**src/rtl/uart_link_controller.sv**
```systemverilog
// -----------------------------------------------------------------------------
// uart_link_controller
//
// Byte-level sequencer between the UART RX/TX engines and the ECG classifier
// core. Collects NUM_IN_WORDS received bytes into the core input buffer, pulses
// core_start, waits for core_done, then streams NUM_OUT_WORDS result bytes from
// the core output buffer to the UART transmitter. Tracks an inter-byte receive
// timeout and reports sticky error flags.
//
// Ports:
//   sysclk, rst_n        clock, asynchronous active-low reset
//   rx_valid/rx_data     received byte strobe and data
//   rx_frame_err         stop bit low on the byte strobed by rx_valid
//   tx_valid/tx_data     byte offered to UART TX, held until tx_ready
//   tx_ready             UART TX accepts the offered byte
//   in_we/in_addr/in_wdata   core input buffer write port
//   core_start           one-cycle start pulse to the core
//   core_done            core finished (level or pulse)
//   out_re/out_addr      core output buffer read port (data valid next cycle)
//   out_rdata            core output buffer read data
//   busy                 controller not idle
//   frame_done           one-cycle pulse after the last result byte is accepted
//   err                  sticky {overrun, timeout, framing}
//   err_clr              clears err (a same-cycle new error still sets)
// -----------------------------------------------------------------------------
module uart_link_controller #(
    parameter int  WIDTH         = 8,
    parameter int  NUM_IN_WORDS  = 1,
    parameter int  NUM_OUT_WORDS = 32,
    parameter int  RX_TIMEOUT    = 13750,
    localparam int IN_AW  = $clog2(NUM_IN_WORDS  > 2 ? NUM_IN_WORDS  : 2),
    localparam int OUT_AW = $clog2(NUM_OUT_WORDS > 2 ? NUM_OUT_WORDS : 2)
) (
    input  logic              sysclk,
    input  logic              rst_n,
    input  logic              rx_valid,
    input  logic [WIDTH-1:0]  rx_data,
    input  logic              rx_frame_err,
    output logic              tx_valid,
    output logic [WIDTH-1:0]  tx_data,
    input  logic              tx_ready,
    output logic              in_we,
    output logic [IN_AW-1:0]  in_addr,
    output logic [WIDTH-1:0]  in_wdata,
    output logic              core_start,
    input  logic              core_done,
    output logic [OUT_AW-1:0] out_addr,
    output logic              out_re,
    input  logic [WIDTH-1:0]  out_rdata,
    output logic              busy,
    output logic              frame_done,
    output logic [2:0]        err,
    input  logic              err_clr
);

    localparam int TMR_W = $clog2(RX_TIMEOUT + 1);

    localparam logic [IN_AW-1:0]  LAST_IN  = IN_AW'(NUM_IN_WORDS - 1);
    localparam logic [OUT_AW-1:0] LAST_OUT = OUT_AW'(NUM_OUT_WORDS - 1);
    localparam logic [TMR_W-1:0]  TMR_LAST = TMR_W'(RX_TIMEOUT - 1);

    localparam int ERR_FRAMING = 0;
    localparam int ERR_TIMEOUT = 1;
    localparam int ERR_OVERRUN = 2;

    typedef enum logic [2:0] {
        IDLE,
        RECV,
        START,
        WAIT_CORE,
        FETCH,
        LOAD,
        SEND
    } state_t;

    state_t              state, state_d;
    logic [IN_AW-1:0]    in_cnt, in_cnt_d;
    logic [OUT_AW-1:0]   rd_ptr, rd_ptr_d;
    logic [TMR_W-1:0]    timer, timer_d;

    logic                tx_valid_d;
    logic [WIDTH-1:0]    tx_data_d;
    logic                in_we_d;
    logic [IN_AW-1:0]    in_addr_d;
    logic [WIDTH-1:0]    in_wdata_d;
    logic                core_start_d;
    logic [OUT_AW-1:0]   out_addr_d;
    logic                out_re_d;
    logic                busy_d;
    logic                frame_done_d;
    logic [2:0]          err_set;
    logic [2:0]          err_d;

    // Every output is a flop; this block only computes their next values.
    // NOTE: every signal gets a default before the case so no path leaves one
    // unassigned, which would otherwise infer a latch.
    always_comb begin
        state_d      = state;
        in_cnt_d     = in_cnt;
        rd_ptr_d     = rd_ptr;
        timer_d      = timer;
        tx_valid_d   = tx_valid;
        tx_data_d    = tx_data;
        in_we_d      = 1'b0;
        in_addr_d    = in_addr;
        in_wdata_d   = in_wdata;
        core_start_d = 1'b0;
        out_addr_d   = out_addr;
        out_re_d     = 1'b0;
        frame_done_d = 1'b0;
        err_set      = '0;

        case (state)
            IDLE: begin
                timer_d = '0;
                if (rx_valid) begin
                    if (rx_frame_err) begin
                        err_set[ERR_FRAMING] = 1'b1;
                    end else begin
                        in_we_d    = 1'b1;
                        in_addr_d  = '0;
                        in_wdata_d = rx_data;
                        in_cnt_d   = IN_AW'(1);
                        state_d    = (NUM_IN_WORDS == 1) ? START : RECV;
                    end
                end
            end

            RECV: begin
                if (rx_valid) begin
                    timer_d = '0;
                    if (rx_frame_err) begin
                        err_set[ERR_FRAMING] = 1'b1;
                        state_d              = IDLE;
                    end else begin
                        in_we_d    = 1'b1;
                        in_addr_d  = in_cnt;
                        in_wdata_d = rx_data;
                        in_cnt_d   = in_cnt + IN_AW'(1);
                        if (in_cnt == LAST_IN) begin
                            state_d = START;
                        end
                    end
                end else if (timer == TMR_LAST) begin
                    // Partial frame is abandoned; the buffer is simply
                    // overwritten by the next frame.
                    err_set[ERR_TIMEOUT] = 1'b1;
                    state_d              = IDLE;
                end else begin
                    timer_d = timer + TMR_W'(1);
                end
            end

            START: begin
                // A byte arriving here cannot be stored either, so it is
                // flagged the same way as during the core/transmit phase.
                if (rx_valid) err_set[ERR_OVERRUN] = 1'b1;
                core_start_d = 1'b1;
                state_d      = WAIT_CORE;
            end

            WAIT_CORE: begin
                if (rx_valid) err_set[ERR_OVERRUN] = 1'b1;
                if (core_done) begin
                    // Read strobe is launched on entry so it is presented
                    // during FETCH and the buffer data is ready in LOAD.
                    rd_ptr_d   = '0;
                    out_addr_d = '0;
                    out_re_d   = 1'b1;
                    state_d    = FETCH;
                end
            end

            FETCH: begin
                if (rx_valid) err_set[ERR_OVERRUN] = 1'b1;
                state_d = LOAD;
            end

            LOAD: begin
                if (rx_valid) err_set[ERR_OVERRUN] = 1'b1;
                tx_data_d  = out_rdata;
                tx_valid_d = 1'b1;
                state_d    = SEND;
            end

            SEND: begin
                if (rx_valid) err_set[ERR_OVERRUN] = 1'b1;
                if (tx_ready) begin
                    tx_valid_d = 1'b0;
                    if (rd_ptr == LAST_OUT) begin
                        frame_done_d = 1'b1;
                        state_d      = IDLE;
                    end else begin
                        rd_ptr_d   = rd_ptr + OUT_AW'(1);
                        out_addr_d = rd_ptr + OUT_AW'(1);
                        out_re_d   = 1'b1;
                        state_d    = FETCH;
                    end
                end
            end

            default: begin
                state_d = IDLE;
            end
        endcase

        // busy is registered from the next state so it tracks state exactly.
        busy_d = (state_d != IDLE);
        // Clear first, then OR in new events: a same-cycle error survives.
        err_d  = (err_clr ? 3'b000 : err) | err_set;
    end

    // NOTE: sequential state uses non-blocking assignments so every flop
    // samples the values from before this edge, independent of statement order.
    always_ff @(posedge sysclk or negedge rst_n) begin
        if (!rst_n) begin
            state      <= IDLE;
            in_cnt     <= '0;
            rd_ptr     <= '0;
            timer      <= '0;
            tx_valid   <= 1'b0;
            tx_data    <= '0;
            in_we      <= 1'b0;
            in_addr    <= '0;
            in_wdata   <= '0;
            core_start <= 1'b0;
            out_addr   <= '0;
            out_re     <= 1'b0;
            busy       <= 1'b0;
            frame_done <= 1'b0;
            err        <= '0;
        end else begin
            state      <= state_d;
            in_cnt     <= in_cnt_d;
            rd_ptr     <= rd_ptr_d;
            timer      <= timer_d;
            tx_valid   <= tx_valid_d;
            tx_data    <= tx_data_d;
            in_we      <= in_we_d;
            in_addr    <= in_addr_d;
            in_wdata   <= in_wdata_d;
            core_start <= core_start_d;
            out_addr   <= out_addr_d;
            out_re     <= out_re_d;
            busy       <= busy_d;
            frame_done <= frame_done_d;
            err        <= err_d;
        end
    end

endmodule

```
**config.mk**
```make
export PLATFORM = sky130hd
export DESIGN_NAME = uart_link_controller
export DESIGN_NICKNAME = d
export VERILOG_FILES = /design/src/rtl/uart_link_controller.sv
export SDC_FILE = /design/constraint.sdc
export NUM_CORES = 1
export LEC_CHECK = 0
export ABC_CLOCK_PERIOD_IN_PS = 2810
export CORE_ASPECT_RATIO = 1.75
export CORE_UTILIZATION = 40
export CTS_CLUSTER_DIAMETER = 100
export DETAILED_ROUTE_END_ITERATION = 8
export PLACE_DENSITY = 0.66
export SLEW_MARGIN = 10
export SYNTH_ARGS = -nofsm -noshare
export SYNTH_HDL_FRONTEND = slang
export SYNTH_SLANG_ARGS = --single-unit
```
**constraint.sdc**
```tcl
create_clock -name sysclk -period 2.81 [get_ports sysclk]
set_input_delay 0.843 -clock sysclk [delete_from_list [all_inputs] [get_ports sysclk]]
set_output_delay 0.843 -clock sysclk [all_outputs]
set_load 0.05 [all_outputs]
```
==> results.cfg <==
[run_status]
status = finished clean

[power]
power_density_nw_per_um2 = 1031
switchingPower_mw = 1.423
swShare_pct = 45.58
internal-power_mw = 1.699
p_leak_nw = 1.262
ir_worst_vdd_uv = 722.8
pwr-share-clk_pct = 13.6
pwr-share-comb_pct = 50.4
power.share.sequential_pct = 36.0

[floorplan]
ioPinCount = 54
rows = 36
initial_core_util_pct = 41.49
die_h_um = 102.3
die_width_um = 59.30
die_area_um2 = 6065
core_area_um2 = 5540

[cts]
cts_root_buf = clkbuf_8
clockBufferDepth = 2
cts_sinks = 49
cts_buffers = 5
clk_pin_slew_ns = 0.09
htreeDepth = 2
clk_latency_ns = 0.30
post-cts-setup-buffers = 0
cts_resized = 0
cts_tree = yes
ctsHoldBuffers = 0

[timing]
setup-tns-final_ns = 0
rsz0062_at_grt = no
tightest_slew_ns = 0.6288
finalHoldViolations = 0
slew_headroom_pct = 58.08
fmax_mhz = 420.7
finalMaxSlewViolations = 0
skew_ns = 0.005142
setup-violations-final = 0
post-route-min-period_ns = 2.377
fin_crit_sh_pct = 84.58

[finish]
layout.nets = 305
diodes = 0
final_area_um2 = 3028
area_growth_pct = 31.74
drive_gt1_share_pct = 14.03
fillers = 526

[critical_path]
cp-start-kind = register
slowest_stage = clkdlybuf4s50_1
crit_fanout = 4
cp_top_family = buffers and inverters
cp_cell_sequence = clkdlybuf4s50_1
cp.depth = 1
cp-end-kind = output pin
ff2ff_path_depth = 4
critical-path-max-stage-delay_ns = 0.82
crit_type = reg2out
cp.buffers_inverters = 1
arrival_ns = 1.53
crit_required_ns = 1.97

[synthesis]
synth_area_leaders = dfrtp_1 53%, mux2_2 8.3%, nor2_1 3.3%
synth-seq-cells = 49
yosys.area.top_type = dfrtp_1
yosysMostFrequentCell = dfrtp_1
ys.flop_type = dfrtp_1
syn_nets = 246
yosysWarningCount = 0
synth-seq-area-share_pct = 53.35
synthDistinctLibCells = 40
synthCells = 219
synth_top_area_share_pct = 53.35
synth.avg_cell_area_um2 = 10.50
yosys-top-cells-count = 49 x dfrtp_1, 20 x nor2_1, 18 x nand2_1
async_reset_ff_share_pct = 100.0
synth_edf_count = 0
synth_area_um2 = 2298

[grt]
grt_pass1_vias = 1907
grt_max_degree = 50
grt-ovfl-total = 0
grt_pass1_wl_um = 8631
antenna_found_initial = 0
grtUsageTotal_pct = 19.01

[route]
drt_iter0_markers = 64
drt-pass1-iter-count = 4
final_antenna_net_count = 0
wl_um = 5190
wire_per_inst_um = 14.66
vias_per_cell = 5.229
vias = 1851
drcViolationCount = 0

[hold_path]
holdPathStages = 1
hold_path.class = reg2reg

[placement]
io_buffers = 53
place_congestion = 0.8269
placed_cell_area_um2 = 2938
dp_hpwl_um = 3756

[job]
cap_violations = 0
-- worst paths after layout --
path	to	from	slack, ns
min in group asynchronous	timer[1]	rst_n	0.64
setup reg to reg	timer[9]	state[2]	0.75
hold reg to reg	tx_data[7]	tx_data[7]	0.51
setup / recovery	out_addr[0]	rd_ptr[0]	0.43
max in group asynchronous	timer[11]	rst_n	1.75
hold / removal	tx_data[7]	tx_data[7]	0.51
-- registers in the layout, indices dropped and copies added (netlist names) --
register	cells
out_re	1
in_wdata	8
in_cnt	1
busy	1
timer	14
in_addr	1
state	3
rd_ptr	5
err	3
core_start	1
frame_done	1
in_we	1
tx_data	8
tx_valid	1
-- per-layer routing --
layer | wire [um] | share of wire (%) | global-route usage [%]
met1 | 2065 | 40 | 20.24
met2 | 2777 | 54 | 35.00
met3 | 237 | 4.6 | 4.177
met4 | 110 | 2.1 | 7.692
met5 | 0 | 0 | 0
-- layout by cell type (no fill, tap or decap), types with 2 or more instances in the layout --
| cell type | instances |
|---|---|
| or4_1 | 4 |
| clkdlybuf4s50_1 | 52 |
| or2_2 | 3 |
| xnor2_1 | 2 |
| o21ai_0 | 13 |
| nor3_1 | 5 |
| a211o_1 | 2 |
| inv_1 | 9 |
| nor2_1 | 20 |
| o21a_1 | 2 |
| nand4_1 | 2 |
| or3_1 | 2 |
| buf_4 | 7 |
| o31ai_1 | 3 |
| nand4b_1 | 5 |
| mux2_2 | 17 |
| a21oi_1 | 11 |
| a32o_1 | 2 |
| and3_1 | 3 |
| a31oi_1 | 5 |
| nand2_1 | 18 |
| clkbuf_8 | 6 |
| nand2b_1 | 6 |
| ha_1 | 4 |
| dfrtp_1 | 49 |
| nand3_1 | 9 |
-- per-stage QoR --
| step | setup slack (ns) | hold slack (ns) | cells | total power, mW | util [%] |
|---|---|---|---|---|---|
| 6_report | 0.4333 | 0.5078 | 354 | 3.122 | 54.65 |
| 5_1_grt | 0.3803 | 0.5216 | 354 | 3.302 | 54.65 |
| 4_1_cts | 0.4170 | 0.5147 | 354 | 3.163 | 54.65 |
| 3_5_place_dp | 0.1836 | 0.4938 | 347 | 2.725 | 53.03 |
| 3_3_place_gp | 0.1967 | 0.4847 | 347 | 2.709 | 53.03 |
| 2_1_floorplan | 0.6423 | 0.4848 | 219 | 2.180 | - |
-- cells by family after synthesis --
| kind of cell | share of synthesized area [%] |
|---|---|
| AO/OA/AOI/OAI | 12.30 |
| adder cells (fa/ha/maj) | 2.178 |
| flip-flops | 53.35 |
| buffers and inverters | 2.939 |
| XOR/XNOR | 0.7623 |
| multiplexers | 8.329 |
| AND/OR/NAND/NOR | 20.14 |
-- power by group through the flow --
stage | combinational, mW | sequential (mW) | clock, mW
final | 1.57 | 1.12 | 0.425
after global routing | 1.67 | 1.16 | 0.469
after CTS | 1.59 | 1.13 | 0.443
after detailed placement | 1.59 | 1.14 | 0
after global placement | 1.58 | 1.13 | 0
after floorplan | 0.495 | 1.68 | 0
-- cell type report --
cell class	instances	area (um2)	share of cell area (%)
sequential	49	1226	40.50
inverter	9	33.78	1.116
tap	76	95.09	3.141
timing repair buffer	60	578.1	19.09
clock buffer	6	82.58	2.727
multi-input combinational	153	1005	33.18
clock inverter	1	7.507	0.2479
Note: power is estimated with default switching activity, not from simulation.
==> edit 1: new RTL, same flow settings <==
Re-encode `state_t` (7 states) as one-hot, 7 bits wide.
--- a/src/rtl/uart_link_controller.sv
+++ b/src/rtl/uart_link_controller.sv
@@ -65,10 +65,10 @@
 
-    typedef enum logic [2:0] {
-        IDLE,
-        RECV,
-        START,
-        WAIT_CORE,
-        FETCH,
-        LOAD,
-        SEND
+    typedef enum logic [6:0] {
+        IDLE      = 7'b0000001,
+        RECV      = 7'b0000010,
+        START     = 7'b0000100,
+        WAIT_CORE = 7'b0001000,
+        FETCH     = 7'b0010000,
+        LOAD      = 7'b0100000,
+        SEND      = 7'b1000000
     } state_t;
Behaviour: no difference found for any inputs over 10 cycles, from zero or initial values and one cycle with rst_n low; not proved beyond that.
==> edit 1 against the original RTL <==
Via count rose by 12%. Worst setup slack got worse by 0.026 ns. Sequential cell count rose by 4. Routed wire length rose by 11%. Power fell by 20%. Sequential power fell by 14%. Non-clock buffer count fell by 2. Final area rose by 9.9%. First-iteration DRC count fell by 14%. Synthesized area rose by 13%. Critical path type unchanged.
==> edit 1: results (changes against the original RTL) <==
| Metric | Value |
|---|---|
| Fillers | `563 (+7.0%)` |
| Worst slew margin | `66.2% (+8.1 points)` |
| Clock latency on the worst-skew pair | `0.30 ns (about the same)` |
| Num CTS Buffers | `5 (unchanged)` |
| R2r endpoint | `rd_ptr[3]$_DFFE_PN0P_` |
| Hold WC Path Type | `reg2reg` |
| Antenna Cells | `0 (unchanged)` |
| Worst-path clk slew | `around 0.1 ns` |
| Clock root buffer | `clkbuf_8` |
| Fin nets | `341 (+12%)` |
| LEAKAGE | `1.47 nW (+16%)` |
| R2R Path Start | `rd_ptr[0]$_DFFE_PN0P_` |
| Worst hold start | `in_addr$_DFFE_PN0P_` |
| Placed Cells | `387 (+12%)` |
| Initial antenna violation count | `0 (unchanged)` |
| Pint | `1.50 mW (-12%)` |
| Ys Warns | `0 (unchanged)` |
| Top_reg_cell synth | `dfrtp_1` |
| Max H-tree Level | `2 (unchanged)` |
| Cell depth of the worst flop-to-flop path | `8 (+4)` |
| Drt initial violations | `55 (-14%)` |
| Crit Path Max Fanout | `4 (unchanged)` |
| Count of different cell masters after synthesis | `51 (+28%)` |
| Biggest regs | `timer x14, in_wdata x8, tx_data x8` |
| Pre-CTS setup slack | `0.350 ns (+0.166 ns)` |
| Status | `finished, final reports clean` |
| Layout cells sized above 1 | `10.2% (-3.9 points)` |
| Slowest-stage cell, CP | `clkdlybuf4s50_1` |
| IO Port Bufs | `53 (unchanged)` |
| Synth area leaders | `dfrtp_1 50%, nand2_1 6.4%, mux2_4 4.6%` |
| CP max stage delay | `between 0.8 and 0.9 ns` |
| DRT Pass-1 Iters | `4 (unchanged)` |
| Postcts setup bufs | `0 (unchanged)` |
| First-pass GRT wire length | `9790 um (+13%)` |
| DP Wirelength | `4350 um (+16%)` |
| Clock Path Buffers | `2 (unchanged)` |
| WHS Endpoint | `in_addr$_DFFE_PN0P_` |
| CP arrival | `1.56 ns (+0.03 ns)` |
| Crit-path leading delay family | `buffers and inverters` |
| Placed cell area | `0.00321 mm2 (+9.3%)` |
| Non-filler cells, final | `395 (+12%)` |
| Largest net degree at the start of global routing | `35 (-30%)` |
| Async SR Flop Fraction | `100% (unchanged)` |
| Register-to-register setup slack | `0.66 ns (-0.09 ns)` |
| Via count | `2070 (+12%)` |
| Clk_skew | `0.00409 ns (-0.00106 ns)` |
| Hold Path Depth | `2 (+1)` |
| Seq/Total Area, Yosys | `51.3% (-2.1 points)` |
| Tot GR Track Use | `18.3% (-0.70 points)` |
| Post-DR wirelength/cell | `14.5 um (-0.88%)` |
| GP Congestion | `0.881 (+6.5%)` |
| Cts repair resizes | `0 (unchanged)` |
| Synth top cells by count | `52 x dfrtp_1, 44 x nand2_1, 20 x o21ai_0` |
| Syn Inst Count | `258 (+18%)` |
| Mapped Nets | `285 (+16%)` |
| VDD IR-drop max | `0.340 mV (-53%)` |
## edit 1: cell types whose count changed after synthesis, moves of 4 or more
| cell | change |
|---|---|
| o21ai_0 | +7 |
| nand2_1 | +26 |
| nand4b_1 | -4 |
| mux2_4 | +8 |
| o21ai_1 | +5 |
| nand4_1 | +4 |
| mux2_2 | -17 |
## edit 1: cell type report
cell class	count	share of cell area, %
inverter	8	0.903
clock buffer	5	2.07
timing repair buffer	58	17.3
multi-input combinational	188	35.4
clock inverter	3	1.39
sequential	53	39.9
tap	80	3.01
## edit 1: power groups by stage
stage / combinational (mW) / sequential [mW] / clock [mW]
2_1_floorplan: 0.337 / 1.31 / 0
3_3_place_gp: 1.00 / 0.984 / 0
3_5_place_dp: 1.01 / 0.985 / 0
4_1_cts: 1.02 / 0.970 / 0.540
5_1_grt: 1.08 / 0.986 / 0.563
6_report: 1.01 / 0.967 / 0.521
## edit 1: cells by family (layout without fill, tap and decap cells)
group	count (synthesis)	count (layout)	synth area share (%)
AOI/OAI and AO/OA	52	52	12.6
xor gates and xnor gates	3	3	1.02
adders and majority gates	4	4	1.93
buffers and inverters	17	74	3.19
DFF	53	53	51.3
muxes	9	9	5.03
and+or+nand+nor	120	120	24.9
## edit 1: layer usage
metal | GRT usage (%) | vias up | wire (um)
li1 | - | 1022 | -
met1 | 19.5 | 993 | 2270
met2 | 35.2 | 47 | 3200
met3 | 2.53 | 8 | 151
met4 | 7.81 | 0 | 121
met5 | 0 | - | 0
## edit 1: worst max-delay path by stage
stage          cells past startpoint  slack, ns                      end                   from
4_1_cts                            1       0.39              out_addr[0]  rd_ptr[0]$_DFFE_PN0P_
6_report                           1       0.41              out_addr[0]  rd_ptr[0]$_DFFE_PN0P_
3_5_place_dp                       7       0.35    timer[13]$_DFFE_PN0P_               rx_valid
3_3_place_gp                       8       0.42  in_wdata[5]$_DFFE_PN0P_               rx_valid
2_1_floorplan                      8       0.39    rd_ptr[3]$_DFFE_PN0P_  rd_ptr[0]$_DFFE_PN0P_
5_1_grt                            1       0.35              out_addr[0]  rd_ptr[0]$_DFFE_PN0P_
## edit 1: stage by stage
step / power (mW) / hold slack, ns / util, %
after global routing: 2.63 / 0.510 / 53.4
final: 2.50 / 0.485 / 53.4
after CTS: 2.53 / 0.492 / 53.4
after floorplan: 1.65 / 0.438 / -
after detailed placement: 2.00 / 0.468 / 51.6
after global placement: 1.99 / 0.463 / 51.6
## edit 1: worst min-delay path, cell delays in order, from the launching register on
cell     delay (ns)
dfrtp_1        0.35
nand2_1        0.05
o31ai_1        0.05
==> edit 2: new RTL, config.mk and constraints unchanged <==
Without the edit above. Change the parameter `RX_TIMEOUT` from 13750 to 55000.
--- a/src/rtl/uart_link_controller.sv
+++ b/src/rtl/uart_link_controller.sv
@@ -29,3 +29,3 @@
     parameter int  NUM_OUT_WORDS = 32,
-    parameter int  RX_TIMEOUT    = 13750,
+    parameter int  RX_TIMEOUT    = 55000,
     localparam int IN_AW  = $clog2(NUM_IN_WORDS  > 2 ? NUM_IN_WORDS  : 2),
Check against the original RTL: no difference found for any inputs over 10 cycles, from zero or initial values and one cycle with rst_n low; that may be too few to reach the edited logic, so the function may still have changed.
==> edit 2 against the original RTL <==
Highest routed layer unchanged. Sequential cell count grew 2. Cell count shrank 3.4%. Clock power grew 3%. Routed wire length shrank 2.7%. Synthesized area grew 2.6%. Worst setup slack lost 0.015 ns. Sequential power is essentially flat. Final area grew 0.70%. Fmax shrank 0.63%. Power shrank 1.5%.
==> edit 2: results (changes against the original RTL) <==
| Metric | Value |
|---|---|
| First-pass GRT wire length | `8590 um (-0.48%)` |
| Buffers, non-clock | `56 (-6.7%)` |
| Synth Area in Adders | `1.59% (-0.59 points)` |
| CP arrival | `1.55 ns (+0.02 ns)` |
| Seq/Total Area, Yosys | `54.1% (+0.76 points)` |
| Non-filler cells, final | `342 (-3.4%)` |
| Post-synthesis mux area share | `8.97% (+0.64 points)` |
| Fin nets | `291 (-4.6%)` |
| #MultiIn Comb | `146 (-4.6%)` |
| VDD IR-drop max | `0.657 mV (-9.1%)` |
| GP Congestion | `0.775 (-6.3%)` |
| Num CTS Buffers | `5 (unchanged)` |
| R2R Path Start | `timer[1]$_DFFE_PN0P_` |
| Synth area leaders | `dfrtp_1 54%, mux2_2 8.1%, nand2_1 3.0%` |
| Worst slew margin | `56.9% (-1.2 points)` |
| DP Wirelength | `3620 um (-3.5%)` |
| Clk_skew | `0.00491 ns (-0.000236 ns)` |
| LEAKAGE | `1.30 nW (+2.9%)` |
| Xor/xnor share of the synthesized area | `1.11% (+0.35 points)` |
| Register bit total from synthesis | `51 (+4.1%)` |
| Max H-tree Level | `2 (unchanged)` |
| Drt initial violations | `33 (-48%)` |
| Register-to-register setup slack | `0.92 ns (+0.17 ns)` |
| Mapped Nets | `236 (-4.1%)` |
| Worst hold start | `err[1]$_DFF_PN0_` |
| Pint | `1.70 mW (+0.24%)` |
| Inverters | `5 (-4)` |
| WHS Endpoint | `err[1]$_DFF_PN0_` |
| Biggest regs | `timer x16, in_wdata x8, tx_data x8` |
| Cell Area, Synth | `0.00236 mm2 (+2.6%)` |
| Status | `finished, final reports clean` |
| Crit Path Max Fanout | `5 (+1)` |
| Count of different cell masters after synthesis | `50 (+25%)` |
| Pre-CTS setup slack | `0.385 ns (+0.202 ns)` |
| Vias in the first global route | `1822 (-4.5%)` |
| Layout cells sized above 1 | `15.0% (+1.0 points)` |
| Routed vias/inst | `5.35 (+2.3%)` |
| Clk tree area frac | `3.12% (+0.14 points)` |
| Tot GR Track Use | `18.1% (-0.95 points)` |
| Cell depth of the worst flop-to-flop path | `5 (+1)` |
| Post-DR wirelength/cell | `14.8 um (+0.74%)` |
| Fin Hold WS | `0.490 ns (-0.0178 ns)` |
| Synth Area in Compound Gates | `11.9% (-0.37 points)` |
| Clock buffers | `7 (+1)` |
| Largest net degree at the start of global routing | `52 (+4.0%)` |
| Non-clock buffer share of cell area | `18.0% (-1.1 points)` |
| Fillers | `524 (-0.38%)` |
| Placed Cells | `334 (-3.7%)` |
| Synth top cells by count | `51 x dfrtp_1, 19 x nand2_1, 17 x mux2_2` |
| Multi-input combinational area share | `33.3% (+0.14 points)` |
| Min setup slack post-route | `0.418 ns (-0.0151 ns)` |
| Hold Path Depth | `1 (unchanged)` |
[edit 2: cell count changes in the layout (fill, tap and decap cells not counted), moves of 4 or more]
cell,delta
buf_4,-4
nand3_1,+5
nand2b_1,-4
inv_1,-4
a31oi_1,-4
nor2_1,-6
[edit 2: power by group through the flow]
stage | clock [mW] | combinational [mW] | sequential [mW]
after floorplan | 0 | 0.483 | 1.68
after global placement | 0 | 1.52 | 1.13
after detailed placement | 0 | 1.52 | 1.14
after CTS | 0.456 | 1.53 | 1.13
after global routing | 0.482 | 1.60 | 1.16
final | 0.437 | 1.52 | 1.12
[edit 2: metal layers]
layer | track usage, % | vias up | share of wire (%)
li1 | - | 886 | -
met1 | 22.4 | 907 | 42
met2 | 30.4 | 30 | 54
met3 | 3.00 | 6 | 2.4
met4 | 6.64 | 0 | 1.6
met5 | 0 | - | 0
